$ cat config.mk
export PLATFORM = sky130hd
export DESIGN_NAME = axi_sram_wr_bridge_flat
export DESIGN_NICKNAME = d
export VERILOG_FILES = /design/src/rtl/axi_sram_wr_bridge_if.sv /design/src/rtl/axi_sram_wr_bridge.sv /design/src/flat_wrapper.sv
export SDC_FILE = /design/constraint.sdc
export NUM_CORES = 1
export LEC_CHECK = 0
export CAP_MARGIN = 10
export CELL_PAD_IN_SITES_DETAIL_PLACEMENT = 1
export CELL_PAD_IN_SITES_GLOBAL_PLACEMENT = 1
export CORE_MARGIN = 5
export CORE_UTILIZATION = 48
export DETAILED_ROUTE_END_ITERATION = 10
export DONT_BUFFER_PORTS = 1
export PLACE_DENSITY_LB_ADDON = 0.3
export SETUP_SLACK_MARGIN = 0.15
export SYNTH_ARGS = -nofsm -noshare
export SYNTH_HDL_FRONTEND = slang
export SYNTH_SLANG_ARGS = --single-unit
$ cat constraint.sdc
create_clock -name aclk -period 4.7 [get_ports aclk]
set_input_delay 0.705 -clock aclk [delete_from_list [all_inputs] [get_ports aclk]]
set_output_delay 0.705 -clock aclk [all_outputs]
set_load 0.02 [all_outputs]
$ cat src/rtl/axi_sram_wr_bridge_if.sv
// AXI write-channel bundle (AW/W/B) between the interconnect and axi_sram_wr_bridge.
interface axi_sram_wr_bridge_if #(
    parameter int ADDR_W = 32,
    parameter int DATA_W = 32,
    parameter int ID_W   = 4,
    parameter int LEN_W  = 4
);
    logic [ADDR_W-1:0]   m_awaddr;
    logic [1:0]          m_awburst;
    logic [ID_W-1:0]     m_awid;
    logic [LEN_W-1:0]    m_awlen;
    logic [2:0]          m_awsize;
    logic                m_awvalid;
    logic                m_awready;
    logic [DATA_W-1:0]   m_wdata;
    logic [DATA_W/8-1:0] m_wstrb;
    logic                m_wlast;
    logic                m_wvalid;
    logic                m_wready;
    logic [ID_W-1:0]     m_bid;
    logic [1:0]          m_bresp;
    logic                m_bvalid;
    logic                m_bready;

    modport master (
        output m_awaddr, m_awburst, m_awid, m_awlen, m_awsize, m_awvalid,
        output m_wdata, m_wstrb, m_wlast, m_wvalid,
        output m_bready,
        input  m_awready, m_wready, m_bid, m_bresp, m_bvalid
    );

    modport slave (
        input  m_awaddr, m_awburst, m_awid, m_awlen, m_awsize, m_awvalid,
        input  m_wdata, m_wstrb, m_wlast, m_wvalid,
        input  m_bready,
        output m_awready, m_wready, m_bid, m_bresp, m_bvalid
    );
endinterface

$ cat src/rtl/axi_sram_wr_bridge.sv
// One-burst-at-a-time AXI write to single-cycle SRAM bridge: one byte-masked SRAM write per W beat, one B per burst.
// Optional AXI_SRAM_WR_LEN_CHK_EN: burst also ends at awlen and a wlast/length mismatch returns SLVERR.
//
// state | meaning
// IDLE  | awready=1, waiting for a write address
// DATA  | wready=1, each W handshake writes SRAM combinationally
// RESP  | bvalid=1 with latched bid/bresp until bready
module axi_sram_wr_bridge #(
    parameter int ADDR_W = 32,
    parameter int DATA_W = 32,
    parameter int ID_W   = 4,
    parameter int LEN_W  = 4
) (
    input  logic                aclk,
    input  logic                areset,
    axi_sram_wr_bridge_if.slave axi,
    output logic [ADDR_W-1:0]   ram_waddr,
    output logic [DATA_W-1:0]   ram_wdata,
    output logic [DATA_W/8-1:0] ram_wen
);
    typedef enum logic [1:0] {IDLE, DATA, RESP} state_t;

    state_t            state, state_nxt;
    logic [ADDR_W-1:0] addr_q;
    logic [ID_W-1:0]   id_q;
    logic [LEN_W-1:0]  len_q;
    logic [LEN_W-1:0]  cnt_q;
    logic [2:0]        size_q;
    logic [1:0]        burst_q;
    logic [1:0]        bresp_q;
    logic              aw_hs;
    logic              w_hs;
    logic              burst_end;
    logic              len_err;
    logic [ADDR_W-1:0] addr_step;

    assign aw_hs = (state == IDLE) && axi.m_awvalid;
    assign w_hs  = (state == DATA) && axi.m_wvalid;

`ifdef AXI_SRAM_WR_LEN_CHK_EN
    logic len_hit;
    assign len_hit   = (cnt_q == len_q);
    assign burst_end = axi.m_wlast || len_hit;
    assign len_err   = (axi.m_wlast != len_hit);
`else
    // Length and beat count are kept only for debug visibility in this build.
    logic unused_len;
    assign unused_len = ^{len_q, cnt_q};
    assign burst_end  = axi.m_wlast;
    assign len_err    = 1'b0;
`endif

    always_ff @(posedge aclk or posedge areset) begin
        if (areset) state <= IDLE;
        else        state <= state_nxt;
    end

    always_comb begin
        state_nxt     = state;
        axi.m_awready = 1'b0;
        axi.m_wready  = 1'b0;
        axi.m_bvalid  = 1'b0;
        case (state)
            IDLE: begin
                axi.m_awready = 1'b1;
                if (axi.m_awvalid) state_nxt = DATA;
            end
            DATA: begin
                axi.m_wready = 1'b1;
                if (axi.m_wvalid && burst_end) state_nxt = RESP;
            end
            RESP: begin
                axi.m_bvalid = 1'b1;
                if (axi.m_bready) state_nxt = IDLE;
            end
            default: state_nxt = IDLE;
        endcase
    end

    assign addr_step = {{(ADDR_W-1){1'b0}}, 1'b1} << size_q;

    always_ff @(posedge aclk or posedge areset) begin
        if (areset) begin
            addr_q  <= '0;
            id_q    <= '0;
            len_q   <= '0;
            cnt_q   <= '0;
            size_q  <= '0;
            burst_q <= '0;
            bresp_q <= 2'b00;
        end else if (aw_hs) begin
            addr_q  <= axi.m_awaddr;
            id_q    <= axi.m_awid;
            len_q   <= axi.m_awlen;
            size_q  <= axi.m_awsize;
            burst_q <= axi.m_awburst;
            cnt_q   <= '0;
            bresp_q <= 2'b00;
        end else if (w_hs) begin
            // WRAP is deliberately handled as INCR; only FIXED holds the address.
            if (burst_q != 2'b00) addr_q <= addr_q + addr_step;
            if (cnt_q != {LEN_W{1'b1}}) cnt_q <= cnt_q + 1'b1;
            if (len_err) bresp_q <= 2'b10;
        end
    end

    assign axi.m_bid   = id_q;
    assign axi.m_bresp = bresp_q;

    assign ram_waddr = addr_q;
    assign ram_wdata = axi.m_wdata;
    assign ram_wen   = w_hs ? axi.m_wstrb : '0;
endmodule

$ cat src/flat_wrapper.sv
// flat-port wrapper written by rule: the top's interface ports become plain ports
module axi_sram_wr_bridge_flat 
#(
    parameter int ADDR_W = 32,
    parameter int DATA_W = 32,
    parameter int ID_W   = 4,
    parameter int LEN_W  = 4
)
  (aclk, areset, ram_waddr, ram_wdata, ram_wen, axi_m_awaddr, axi_m_awburst, axi_m_awid, axi_m_awlen, axi_m_awsize, axi_m_awvalid, axi_m_wdata, axi_m_wstrb, axi_m_wlast, axi_m_wvalid, axi_m_bready, axi_m_awready, axi_m_wready, axi_m_bid, axi_m_bresp, axi_m_bvalid);
  axi_sram_wr_bridge_if #(.ADDR_W(ADDR_W), .DATA_W(DATA_W), .ID_W(ID_W), .LEN_W(LEN_W)) axi_i ();
  input  logic aclk;
  input  logic areset;
  output logic [ADDR_W-1:0] ram_waddr;
  output logic [DATA_W-1:0] ram_wdata;
  output logic [DATA_W/8-1:0] ram_wen;
  input wire logic [$bits(axi_i.m_awaddr)-1:0] axi_m_awaddr;
  input wire logic [$bits(axi_i.m_awburst)-1:0] axi_m_awburst;
  input wire logic [$bits(axi_i.m_awid)-1:0] axi_m_awid;
  input wire logic [$bits(axi_i.m_awlen)-1:0] axi_m_awlen;
  input wire logic [$bits(axi_i.m_awsize)-1:0] axi_m_awsize;
  input wire logic [$bits(axi_i.m_awvalid)-1:0] axi_m_awvalid;
  input wire logic [$bits(axi_i.m_wdata)-1:0] axi_m_wdata;
  input wire logic [$bits(axi_i.m_wstrb)-1:0] axi_m_wstrb;
  input wire logic [$bits(axi_i.m_wlast)-1:0] axi_m_wlast;
  input wire logic [$bits(axi_i.m_wvalid)-1:0] axi_m_wvalid;
  input wire logic [$bits(axi_i.m_bready)-1:0] axi_m_bready;
  output wire logic [$bits(axi_i.m_awready)-1:0] axi_m_awready;
  output wire logic [$bits(axi_i.m_wready)-1:0] axi_m_wready;
  output wire logic [$bits(axi_i.m_bid)-1:0] axi_m_bid;
  output wire logic [$bits(axi_i.m_bresp)-1:0] axi_m_bresp;
  output wire logic [$bits(axi_i.m_bvalid)-1:0] axi_m_bvalid;
  assign axi_i.m_awaddr = axi_m_awaddr;
  assign axi_i.m_awburst = axi_m_awburst;
  assign axi_i.m_awid = axi_m_awid;
  assign axi_i.m_awlen = axi_m_awlen;
  assign axi_i.m_awsize = axi_m_awsize;
  assign axi_i.m_awvalid = axi_m_awvalid;
  assign axi_i.m_wdata = axi_m_wdata;
  assign axi_i.m_wstrb = axi_m_wstrb;
  assign axi_i.m_wlast = axi_m_wlast;
  assign axi_i.m_wvalid = axi_m_wvalid;
  assign axi_i.m_bready = axi_m_bready;
  assign axi_m_awready = axi_i.m_awready;
  assign axi_m_wready = axi_i.m_wready;
  assign axi_m_bid = axi_i.m_bid;
  assign axi_m_bresp = axi_i.m_bresp;
  assign axi_m_bvalid = axi_i.m_bvalid;
  axi_sram_wr_bridge #(.ADDR_W(ADDR_W), .DATA_W(DATA_W), .ID_W(ID_W), .LEN_W(LEN_W)) u_core (.aclk(aclk), .areset(areset), .axi(axi_i), .ram_waddr(ram_waddr), .ram_wdata(ram_wdata), .ram_wen(ram_wen));
endmodule
==> flow_summary.toml <==
[cts]
cts_max_level = 2
post_cts_buffers = 0
cts_resized = 0
clk_pin_slew_worst_paths_ns = 0.08
cts_hold_buf = 0
clkSinkCount = 43
clk_latency_ns = 0.29
cts_root_buffer = "clkbuf_8"
numCtsBuffers = 5
cts_buffer_depth = 2
cts_tree = "yes"

[timing]
setup_viol = 0
slew_viol_final = 0
max_freq_mhz = 343
hold_viol_final = 0
rsz0062_at_grt = "no"
post-route-period-util = 0.620
setup_tns_ns = 0
fin_crit_ns = 2.91
worst_hold_slack_ns = 0.474
worstMarginPinSlew_ns = 1.04
max_slew_margin = 0.308
finalClockSkew_ns = 0.00719

[critical_path]
worstPathArrival_ns = 3.14
crit_type = "reg2reg"
path_max_fanout = 11
slowest_stage = "or4_1"
path_cells = "nor3_1 > ha_1 > fa_1 > a211oi_1 > o211ai_1 > nand3_1 > or4_1 > nand4_1"
crit_family = "simple AND/OR/NAND/NOR gates"
reg2reg_depth = 8
path_depth = 8
critPathBufInv = 0
crit_required_ns = 4.92
cpPeakStageDelay_ns = 0.59
crit_path_end_kind = "flip-flop"
cp-start-kind = "flip-flop"

[yosys]
ys_warn_count = 0
yosys.cell_count.top_type = "nand2_1"
syn_avg_cell_area_um2 = 8.46
synth_top_area_frac = 0.374
ys_seq_area_frac = 0.374
netlist_area_um2 = 2880
synth_top_cell_by_area = "dfrtp_1"
synth_seq_cells = 43
synth_common_cells = "nand2_1 (57), dfrtp_1 (43), buf_4 (34), nor2_1 (24), o21ai_0 (19)"
synth-edff-count = 0
synth_ff_type = "dfrtp_1"
postSynthCellCount = 340
synth_cell_type_count = 50
synthArstFlopShare = 1.00
yosys-top-cells-area = "dfrtp_1 (37%), buf_4 (8.9%), nand2_1 (7.4%), xor2_1 (4.3%), ha_1 (3.5%)"

[routing]
drt-pass1-iter-count = 4
antenna_left = 0
vias = 2299
drt_iter0_drc = 80
drc = 0
viasPerCell = 6.11
drt-wirelength-per-cell_um = 19.8
drt-total-wl_um = 7460

[place]
gp_congestion = 0.822
hpwl_um = 5670
port_buffers = 0

[power_and_ir_drop]
p_leak_uw = 0.00114
power_density_nw_per_um2 = 743
vdd.ir_drop.worst_mv = 0.340

[floorplan]
rows = 28
fp.coreArea_um2 = 5890
die_area_um2 = 7640
io_pins = 164
dieWidth_um = 87.4
start_util = 0.489
die_y_um = 87.4

[hold_path]
hold_class = "in2async"

[grt]
grt.overflow.total = 0
grt_pass1_vias = 2392
antenna_found_initial = 0
grt_usage = 0.196
grt_first_pass_wirelength_um = 11900
grt_max_degree = 44

[layout]
area_growth_pct = -4.43
drive_above_1_share = 0.0532
antenna_cells = 0
fin_nets = 398

[outcome]
status = "finished clean"

[run]
cap_violations = 0
registers in the layout, indices dropped and copies added (netlist names):
register,cells
u_core.axi.m_bid,4
u_core.state,2
u_core.burst_q,2
u_core.ram_waddr,32
u_core.size_q,3
report_power, final:
part	internal (µW)	switching [µW]	leakage (µW)	total, µW
combinational	332	518	0.000607	850
clock	99.4	124	0.0000371	223
sequential	539	430	0.000492	969
total	970	1070	0.00114	2040
placed cells by master (no fill, tap or decap), drive strengths merged, types with 3 or more instances in the layout:
cell type   n
clkbuf      6
nand2      57
o22ai       7
nor2b       3
o21ai      22
a211oi      5
nor3        6
nor2       25
inv         5
nand4      10
o211ai      3
a21o        4
or3         7
xor2       14
or4         4
and2        5
ha          8
nand3      11
a31oi      12
nor3b       3
and3        4
and3b       3
dfrtp      43
a21oi      14
logic make-up after synthesis:
| logic type | count (synthesis) | synth area share |
|---|---|---|
| xor+xnor | 16 | 0.0487 |
| simple gates | 144 | 0.258 |
| flops | 43 | 0.374 |
| mux | 1 | 0.00348 |
| other cells | 1 | 0.00130 |
| fa+ha+maj | 9 | 0.0417 |
| buf+inv | 52 | 0.113 |
| compound gates | 74 | 0.160 |
final timing paths:
check,startpoint,to,slack [ns]
min in group aclk,axi_m_awid[2],u_core.axi.m_bid[2],0.52
worst min register to register,u_core.burst_q[0],u_core.burst_q[0],0.54
worst max register to register,u_core.size_q[0],u_core.ram_waddr[30],1.79
max in group asynchronous,areset,u_core.ram_waddr[16],3.62
worst max-delay path,u_core.size_q[0],u_core.ram_waddr[30],1.79
worst min-delay path,areset,u_core.ram_waddr[0],0.47
cell type report:
| type | count | area [µm²] |
|---|---|---|
| fill | 720 | 3140 |
| multi-input combinational | 246 | 1480 |
| sequential | 43 | 1080 |
| tap | 75 | 93.8 |
| clock buffer | 6 | 72.6 |
| inverter | 5 | 18.8 |
| timing repair buffer | 1 | 7.51 |
worst reg2reg max path, stage by stage, from the launching register on:
cell,delay (ns)
dfrtp_1,0.47
nor3_1,0.24
ha_1,0.24
fa_1,0.26
a211oi_1,0.12
o211ai_1,0.43
nand3_1,0.42
or4_1,0.59
nand4_1,0.09
layer usage:
layer,wire length [µm],track usage,part of all wire,vias to the layer above
met3,718,0.0889,0.096,9
li1,-,-,-,1088
met5,0,0,0,-
met4,85,0.0446,0.011,0
met1,2990,0.233,0.40,1123
met2,3660,0.324,0.49,79
per-stage QoR:
step / power (µW) / utilization / std cells / instance area [µm²] / setup WS, ns
2_1_floorplan: 1640 / - / 341 / 2880 / 2.31
3_3_place_gp: 1790 / 0.455 / 370 / 2680 / 1.87
3_5_place_dp: 1840 / 0.455 / 370 / 2680 / 1.80
4_1_cts: 2070 / 0.467 / 376 / 2750 / 1.78
5_1_grt: 2220 / 0.467 / 376 / 2750 / 1.46
6_report: 2040 / 0.467 / 376 / 2750 / 1.79
Power figures use the tool's default switching activity.
